===== src/rtl/ser_stream_pkg.sv =====
// ============================================================================
// Module : ser_stream_pkg
// Brief  : Shared types, engine state encoding and length check for ser_stream_tx.
// Rev    : 1.0
// ============================================================================
`default_nettype none

package ser_stream_pkg;

    localparam int SER_WIDTH   = 16;
    localparam int SER_MOD_W   = $clog2(SER_WIDTH + 1);
    localparam int SER_MIN_LEN = 3;

    typedef struct packed {
        logic [SER_WIDTH-1:0] data;
        logic [SER_MOD_W-1:0] len;
        logic                 lsb_first;
    } ser_word_t;

    typedef enum logic [0:0] {
        ENG_IDLE  = 1'b0,
        ENG_SHIFT = 1'b1
    } eng_state_t;

    function automatic logic len_legal(input int len, input int min_len, input int max_len);
        return (len >= min_len) && (len <= max_len);
    endfunction

endpackage

`default_nettype wire


===== src/rtl/ser_hold_buf.sv =====
// ============================================================================
// Module : ser_hold_buf
// Brief  : One-entry holding register with valid/ready on both sides.
// Rev    : 1.0
// ============================================================================
`default_nettype none

module ser_hold_buf
    import ser_stream_pkg::*;
#(
    parameter type WORD_T = ser_word_t
) (
    input  logic  clk,
    input  logic  rst,
    input  WORD_T in_word,
    input  logic  in_val,
    output logic  in_ready,
    output WORD_T out_word,
    output logic  out_val,
    input  logic  out_ready
);

    logic  full;
    WORD_T word;

    // Ready depends only on occupancy so the upstream handshake stays registered.
    assign in_ready = !full;
    assign out_val  = full;
    assign out_word = word;

    always_ff @(posedge clk) begin
        if (rst) begin
            full <= 1'b0;
            word <= '0;
        end else if (in_val && in_ready) begin
            full <= 1'b1;
            word <= in_word;
        end else if (out_ready && full) begin
            full <= 1'b0;
        end
    end

endmodule

`default_nettype wire


===== src/rtl/ser_stream_tx.sv =====
// ============================================================================
// Module : ser_stream_tx
// Brief  : Programmable-length word serializer with holding buffer and handshakes.
// Rev    : 1.0
// ============================================================================
`default_nettype none

module ser_stream_tx
    import ser_stream_pkg::*;
#(
    parameter int WIDTH   = SER_WIDTH,
    parameter int MOD_W   = $clog2(WIDTH + 1),
    parameter int MIN_LEN = SER_MIN_LEN
) (
    input  logic             clk_i,
    input  logic             srst_i,
    input  logic [WIDTH-1:0] data_i,
    input  logic [MOD_W-1:0] data_mod_i,
    input  logic             data_lsb_first_i,
    input  logic             data_val_i,
    output logic             data_ready_o,
    output logic             ser_data_o,
    output logic             ser_data_val_o,
    output logic             ser_last_o,
    input  logic             ser_ready_i,
    output logic             busy_o,
    output logic             drop_o
);

    typedef struct packed {
        logic [WIDTH-1:0] data;
        logic [MOD_W-1:0] len;
        logic             lsb_first;
    } word_t;

    eng_state_t       state, state_next;
    logic [WIDTH-1:0] shreg, shreg_next, load_rev;
    logic [MOD_W-1:0] cnt, cnt_next, last_idx, last_idx_next;
    word_t            in_word, hold_word, load_word;
    logic             hold_full, hold_ready, hold_push;
    logic             accept, legal, xfer, last_xfer, eng_free, direct, load;

    assign in_word   = '{data: data_i, len: data_mod_i, lsb_first: data_lsb_first_i};
    assign accept    = data_val_i & data_ready_o;
    assign legal     = len_legal(32'(data_mod_i), MIN_LEN, WIDTH);

    assign ser_data_val_o = (state == ENG_SHIFT);
    assign ser_data_o     = ser_data_val_o & shreg[WIDTH-1];
    assign ser_last_o     = ser_data_val_o & (cnt == last_idx);
    assign data_ready_o   = hold_ready;
    assign busy_o         = ser_data_val_o | hold_full;

    assign xfer      = ser_data_val_o & ser_ready_i;
    assign last_xfer = xfer & ser_last_o;
    assign eng_free  = (state == ENG_IDLE) | last_xfer;
    // A new word bypasses the buffer only when nothing older is waiting there.
    assign direct    = accept & legal & eng_free & !hold_full;
    assign hold_push = accept & legal & !direct;
    assign load      = direct | (eng_free & hold_full);
    assign load_word = hold_full ? hold_word : in_word;

    ser_hold_buf #(
        .WORD_T   (word_t)
    ) u_hold_buf (
        .clk      (clk_i),
        .rst      (srst_i),
        .in_word  (in_word),
        .in_val   (hold_push),
        .in_ready (hold_ready),
        .out_word (hold_word),
        .out_val  (hold_full),
        .out_ready(eng_free)
    );

    // LSB-first words are mirrored on load so the engine always shifts out the MSB.
    always_comb begin
        load_rev = '0;
        for (int i = 0; i < WIDTH; i++) begin
            load_rev[i] = load_word.data[WIDTH-1-i];
        end
    end

    always_comb begin
        state_next    = state;
        shreg_next    = shreg;
        cnt_next      = cnt;
        last_idx_next = last_idx;
        if (load) begin
            state_next    = ENG_SHIFT;
            shreg_next    = load_word.lsb_first ? load_rev : load_word.data;
            cnt_next      = '0;
            last_idx_next = load_word.len - 1'b1;
        end else if (last_xfer) begin
            state_next = ENG_IDLE;
            shreg_next = '0;
            cnt_next   = '0;
        end else if (xfer) begin
            shreg_next = {shreg[WIDTH-2:0], 1'b0};
            cnt_next   = cnt + 1'b1;
        end
    end

    always_ff @(posedge clk_i) begin
        if (srst_i) begin
            state    <= ENG_IDLE;
            shreg    <= '0;
            cnt      <= '0;
            last_idx <= '0;
            drop_o   <= 1'b0;
        end else begin
            state    <= state_next;
            shreg    <= shreg_next;
            cnt      <= cnt_next;
            last_idx <= last_idx_next;
            drop_o   <= accept & !legal;
        end
    end

endmodule

`default_nettype wire

===== config.mk =====
export PLATFORM = sky130hd
export DESIGN_NAME = ser_stream_tx
export DESIGN_NICKNAME = d
export VERILOG_FILES = /design/src/rtl/ser_stream_pkg.sv /design/src/rtl/ser_hold_buf.sv /design/src/rtl/ser_stream_tx.sv
export SDC_FILE = /design/constraint.sdc
export NUM_CORES = 1
export LEC_CHECK = 0
export ABC_AREA = 0
export ABC_CLOCK_PERIOD_IN_PS = 3500
export CAP_MARGIN = 10
export CORE_MARGIN = 2
export CORE_UTILIZATION = 35
export DETAILED_ROUTE_END_ITERATION = 6
export GPL_ROUTABILITY_DRIVEN = 0
export HOLD_SLACK_MARGIN = 0.02
export SKIP_CTS_REPAIR_TIMING = 1
export SYNTH_ARGS = -nofsm -noshare
export SYNTH_HDL_FRONTEND = slang
export SYNTH_SLANG_ARGS = --single-unit

===== constraint.sdc =====
create_clock -name clk_i -period 3.5 [get_ports clk_i]
set_clock_uncertainty 0.05 [all_clocks]
set_input_delay 0.35 -clock clk_i [delete_from_list [all_inputs] [get_ports clk_i]]
set_output_delay 0.35 -clock clk_i [all_outputs]
set_load 0.01 [all_outputs]

==> After elaboration in Yosys (flattened, before gate mapping) <==
Index checks and enable logic that the tools add are counted.
{ "word_totals": {"ff_bits": 51, "mem_bits_ro": 0, "latchBits": 0, "output_inout_bits": 6, "word_cells": 48, "ram_bits": 0, "n_memories": 0} }
{ "classes": {"n_shift": 0, "order_cmp": 2, "n_mul": 0, "reduce_logical": 10, "n_div": 0, "n_eq_ne": 1, "addsub": 2, "bitwise": 15, "mux": 9} }
{ "op_table": {"columns": ["operator", "n"], "rows": [
  ["16-bit two-way mux", 4],
  ["22-bit two-way mux", 1],
  ["1-bit bitwise AND", 11],
  ["5-bit by 1-bit adder with 5-bit output (second input constant)", 1],
  ["5-bit equality test", 1],
  ["5-bit by 2-bit greater-or-equal comparator with 1-bit output (second input constant)", 1],
  ["5-bit less-or-equal comparator (second input constant)", 1],
  ["5-bit by 1-bit subtractor with 5-bit output (second input constant)", 1],
  ["1-bit two-way mux", 4],
  ["2-bit nonzero test", 2],
  ["1-bit logical AND", 3],
  ["1-bit zero test", 3],
  ["1-bit OR", 3],
  ["3-bit nonzero test", 1],
  ["3-bit OR reduction", 1],
  ["1-bit inverter", 1]
]} }

==> Longest topological paths before layout <==
{ "logic_depth": {"word_depth": 10, "ltp_mapped": 7, "ltp_nobuf": 6} }

==> Hierarchy <==
From an unflattened synthesis, not the netlist that was laid out.
{ "unflattened": {"hier_cells": 339, "hier_area_um2": 3037.9} }
{ "modules_own_cells": {"columns": ["module", "instances", "area_per_inst_um2", "cells_per_inst", "seq_area_each_um2"], "rows": [
  ["ser_stream_tx", 1, 1975.6, 236, 560.5],
  ["ser_hold_buf", 1, 1062.3, 103, 460.4]
]} }

==> Least setup slack after synthesis <==
Ideal clock, no wire load.
{ "synth_path": {"path_kind": "input to register", "startpoint": "input data_mod_i[0]", "endpoint": "register shreg[10]", "arrival_time_ns": 1.755, "setup_time_ns": 0.122, "n_path_buf": 1, "path_slack_ns": 1.574, "required_time_ns": 3.328, "stages": 6, "cell_sequence": "or4_4 > mux2i_4 > o221a_2 > nor2_2 > buf_6 > a221o_1"} }
{ "synth_between": {"elab_chain_cells": 7, "word_cells_on_any_way": 9, "cone_classes": "order compare (2); mux (1); bitwise (4); reduce/logical (2)"} }
{ "synth_rtl": {"columns": ["element", "line_no", "rtl"], "rows": [
  ["start: declaration", "ser_stream_tx.sv:18", "input logic [MOD_W-1:0] data_mod_i,"],
  ["5-bit by 2-bit greater-or-equal comparator with 1-bit output / 5-bit less-or-equal comparator (equally long branches)", "ser_stream_pkg.sv:26", "return (len >= min_len) && (len <= max_len);"],
  ["1-bit logical AND *", "ser_stream_pkg.sv:26", null],
  ["1-bit bitwise AND * (3 in series)", "ser_stream_tx.sv:57", "assign direct = accept & legal & eng_free & !hold_full;"],
  ["1-bit OR *", "ser_stream_tx.sv:59", "assign load = direct | (eng_free & hold_full);"],
  ["3-bit nonzero test (no line) / 16-bit two-way mux (equally long branches)", null, null],
  ["end signal: assignment", "ser_stream_tx.sv:112", "shreg <= shreg_next;"],
  ["end: declaration", "ser_stream_tx.sv:37", "logic [WIDTH-1:0] shreg, shreg_next, load_rev;"]
]} }
Mark *: on every way between the ends. The rest lies on a longest branch, timed or not.
A chain may end at the register's enable or synchronous reset.

==> Worst setup path after layout <==
{ "layout_path": {"startpoint": "register cnt[2]", "endpoint": "output ser_last_o"} }
{ "layout_between": {"elab_chain_cells": 2} }
{ "layout_rtl": {"columns": ["element", "line_no", "rtl"], "rows": [
  ["start: declaration", "ser_stream_tx.sv:38", "logic [MOD_W-1:0] cnt, cnt_next, last_idx, last_idx_next;"],
  ["start signal: assignment", "ser_stream_tx.sv:113", "cnt <= cnt_next;"],
  ["5-bit equality test", "ser_stream_tx.sv:49", "assign ser_last_o = ser_data_val_o & (cnt == last_idx);"],
  ["1-bit bitwise AND", "ser_stream_tx.sv:49", null],
  ["end: declaration", "ser_stream_tx.sv:24", "output logic ser_last_o,"]
]} }
No other way between the ends.

==> impl_results.md <==
* Status: complete, no violations
* Static leakage power at 1.315 nW
* Global Route Usage Sum at 14.10%
* Final instance area at 3156 um^2
* Most frequent cell after synthesis: dfxtp_1
* Starting DRT DRC Count at 120
* Proportion of layout cells with a drive suffix above 1 at 11.18%
* H-tree depth at 2
* Worst hold path type: reg -> reg
* # DRC at 0
* Hpwl dp at 4053 um
* Grt met1 use at 20.17%
* Fin nets at 340
* Maximum vdd drop at 195.1 uV
* Crit path from: cnt[2]$_SDFFE_PP0P_
* Final hold vios at 0
* M3 GR Usage at 3.205%
* TritonCTS clock tree: built
* Total power at 0.001149 W
* FP Rows at 32
* Layout Cells excl Fill at 415
* Total CTS buffers at 5
* Initial antenna violation count at 0
* GRT met2 Usage at 21.38%
* Synth cell count leaders: 51 x dfxtp_1, 43 x mux2i_1, 25 x nor2_1
* Max Freq at 392.3 MHz
* Top-area cell type share of the netlist area at 37.53%
* Die Area at 8493 um^2
* Total grt overflow at 0
* Grt peak-use layer: met2
* Relative slew margins at 31.44%
* RSZ-0062 raised after global routing: false
* Final Critical Period at 2549 ps
* PortBufs at 31
* Routed WL per cell at 14.15 um
* Pin count of the biggest net entering global routing at 50
* Synth Register Bits at 51
* Chip height at 92.16 um
* Mapped Area at 2720 um^2
* Inserted Diodes at 0
* Syn Nets at 321
* Sequential fraction of the synthesis area at 37.53%
* CTS root buffer: clkbuf_8
* CP Data Required Time at 3100 ps
* Cell Area, Placed at 3070 um^2
* Crit share post-route at 72.83%
* Initial Util at 35.76%
* Via count at 2193
* Fillcell total at 789
* R2R setup slack at 1250 ps
* Finish-stage setup viols at 0
* P per Cell Area at 364.2 nW/um^2
* First-pass GRT wire length at 9770 um
* Placed Cells at 407
* Max FO, Critical Path at 6
* Clock slew at reported path FFs at 90 ps
* EDFF count, synth at 0
* Critical R2R Capture: shreg[3]$_SDFFE_PP0P_
* Clk sinks at 51
* DRT Wirelength at 5873 um
* Number of I/O pins at 32
* CTS Buffer Depth at 2
* Drt pass-1 iters at 4
* Skew-Pair Late Insertion Delay at 310 ps
* Via/cell ratio at 5.284
* Critical path data arrival time at 2150 ps
* Number of routed nets with antenna violations at 0
* Top cells by area, synth: dfxtp_1 38%, mux2i_1 16%, mux2_2 6.6%
* Crit path kind: reg -> out
* Yosys cell types at 37
* Main synth FF type: dfxtp_1
* Maxcap violations at 0
* Vias in the first global route at 1958
* Actual slew at the worst max-slew pin at 1025 ps
* Synth area leader: dfxtp_1
* Area grow syn2layout at 16.01%
* Yosys warning total at 0
* Die Wd at 92.16 um
* R2R Path Start: ser_data_val_o$_SDFFE_PP0P_
* Worst Setup Start Kind: register
* Mean Syn Cell Area at 9.284 um^2
* Worst r2r path cells at 5
* Core area at 7607 um^2
* Max-slew violations at 0
* Crit path to: ser_last_o
* Setup TNS at 0 ps
* CP endpoint kind: output port
* Asr flop ratio synth at 0%
* Syn Inst Count at 293
placed cells by master, fill, tap and decap left out, types with 2 or more instances in the layout:
| cell type | count |
|---|---|
| dfxtp_1 | 51 |
| mux2i_1 | 43 |
| clkdlybuf4s50_1 | 31 |
| nor2_1 | 25 |
| o21ai_0 | 23 |
| nand2_1 | 21 |
| mux2_2 | 16 |
| nor4_1 | 15 |
| a221o_1 | 15 |
| a21oi_1 | 9 |
| nand3_1 | 8 |
| xnor2_1 | 7 |
| or3_1 | 7 |
| clkbuf_8 | 5 |
| buf_4 | 4 |
| inv_1 | 3 |
| a211oi_1 | 2 |
| nor2b_1 | 2 |
| o21a_1 | 2 |
| nand3b_1 | 2 |
| a31oi_1 | 2 |
| ha_1 | 2 |
worst min path at each step:
stage                           startpoint                     end  slack (ps)  cells past startpoint
CTS                  shreg[0]$_SDFFE_PP0P_   shreg[0]$_SDFFE_PP0P_         430                      2
detailed placement  shreg[15]$_SDFFE_PP0P_  shreg[15]$_SDFFE_PP0P_         420                      1
global route         shreg[0]$_SDFFE_PP0P_   shreg[0]$_SDFFE_PP0P_         450                      2
floorplan           shreg[15]$_SDFFE_PP0P_  shreg[15]$_SDFFE_PP0P_         400                      1
global placement    shreg[15]$_SDFFE_PP0P_  shreg[15]$_SDFFE_PP0P_         410                      1
finish               shreg[0]$_SDFFE_PP0P_   shreg[0]$_SDFFE_PP0P_         430                      2
layout make-up:
type / count / area (um^2) / share of cell area [%]
multi-input cells: 216 / 1570 / 49.76
flip-flops and latches: 51 / 1021 / 32.36
repair buffers: 35 / 340.3 / 10.79
well taps: 102 / 127.6 / 4.044
clock buffers: 6 / 72.57 / 2.300
clock inverters: 2 / 12.51 / 0.3965
inverters: 3 / 11.26 / 0.3569
layer usage:
metal	wire length [um]	vias up	part of all wire, %
li1	-	1118	-
met1	3048	1037	52
met2	2562	32	44
met3	200	6	3.4
met4	62	0	1.1
met5	0	-	0
flip-flops by register name, indices dropped and copies added, names as in the netlist:
register             flops
shreg                   16
cnt                      5
drop_o                   1
last_idx                 5
u_hold_buf.out_val       1
u_hold_buf.out_word     22
ser_data_val_o           1
per-stage QoR:
| step | hold WS [ps] | setup WS [ps] | util, % |
|---|---|---|---|
| global route | 452.0 | 838.1 | 41.48 |
| CTS | 433.5 | 943.3 | 41.48 |
| detailed placement | 417.8 | 896.7 | 40.36 |
| floorplan | 397.5 | 1574 | - |
| finish | 429.8 | 951.1 | 41.48 |
| global placement | 411.4 | 919.4 | 40.36 |
critical path: stages (launching register included):
cell and delay (ps):
dfxtp_1 450, xnor2_1 150, nand3_1 200, or2_2 390, nor2_1 100, clkdlybuf4s50_1 550
where the power goes:
part           switching [W]  internal, W
combinational      0.0000994    0.0000938
sequential         0.0000167     0.000602
clock               0.000197     0.000140
logic make-up after synthesis:
group | count (synthesis) | synth area share, %
simple gates | 88 | 16.01
mux | 60 | 23.27
compound gates | 58 | 14.95
flops | 51 | 37.53
buf+inv | 26 | 4.738
xor+xnor | 8 | 2.576
fa+ha+maj | 2 | 0.9198
(Power assumes the default switching activity.)
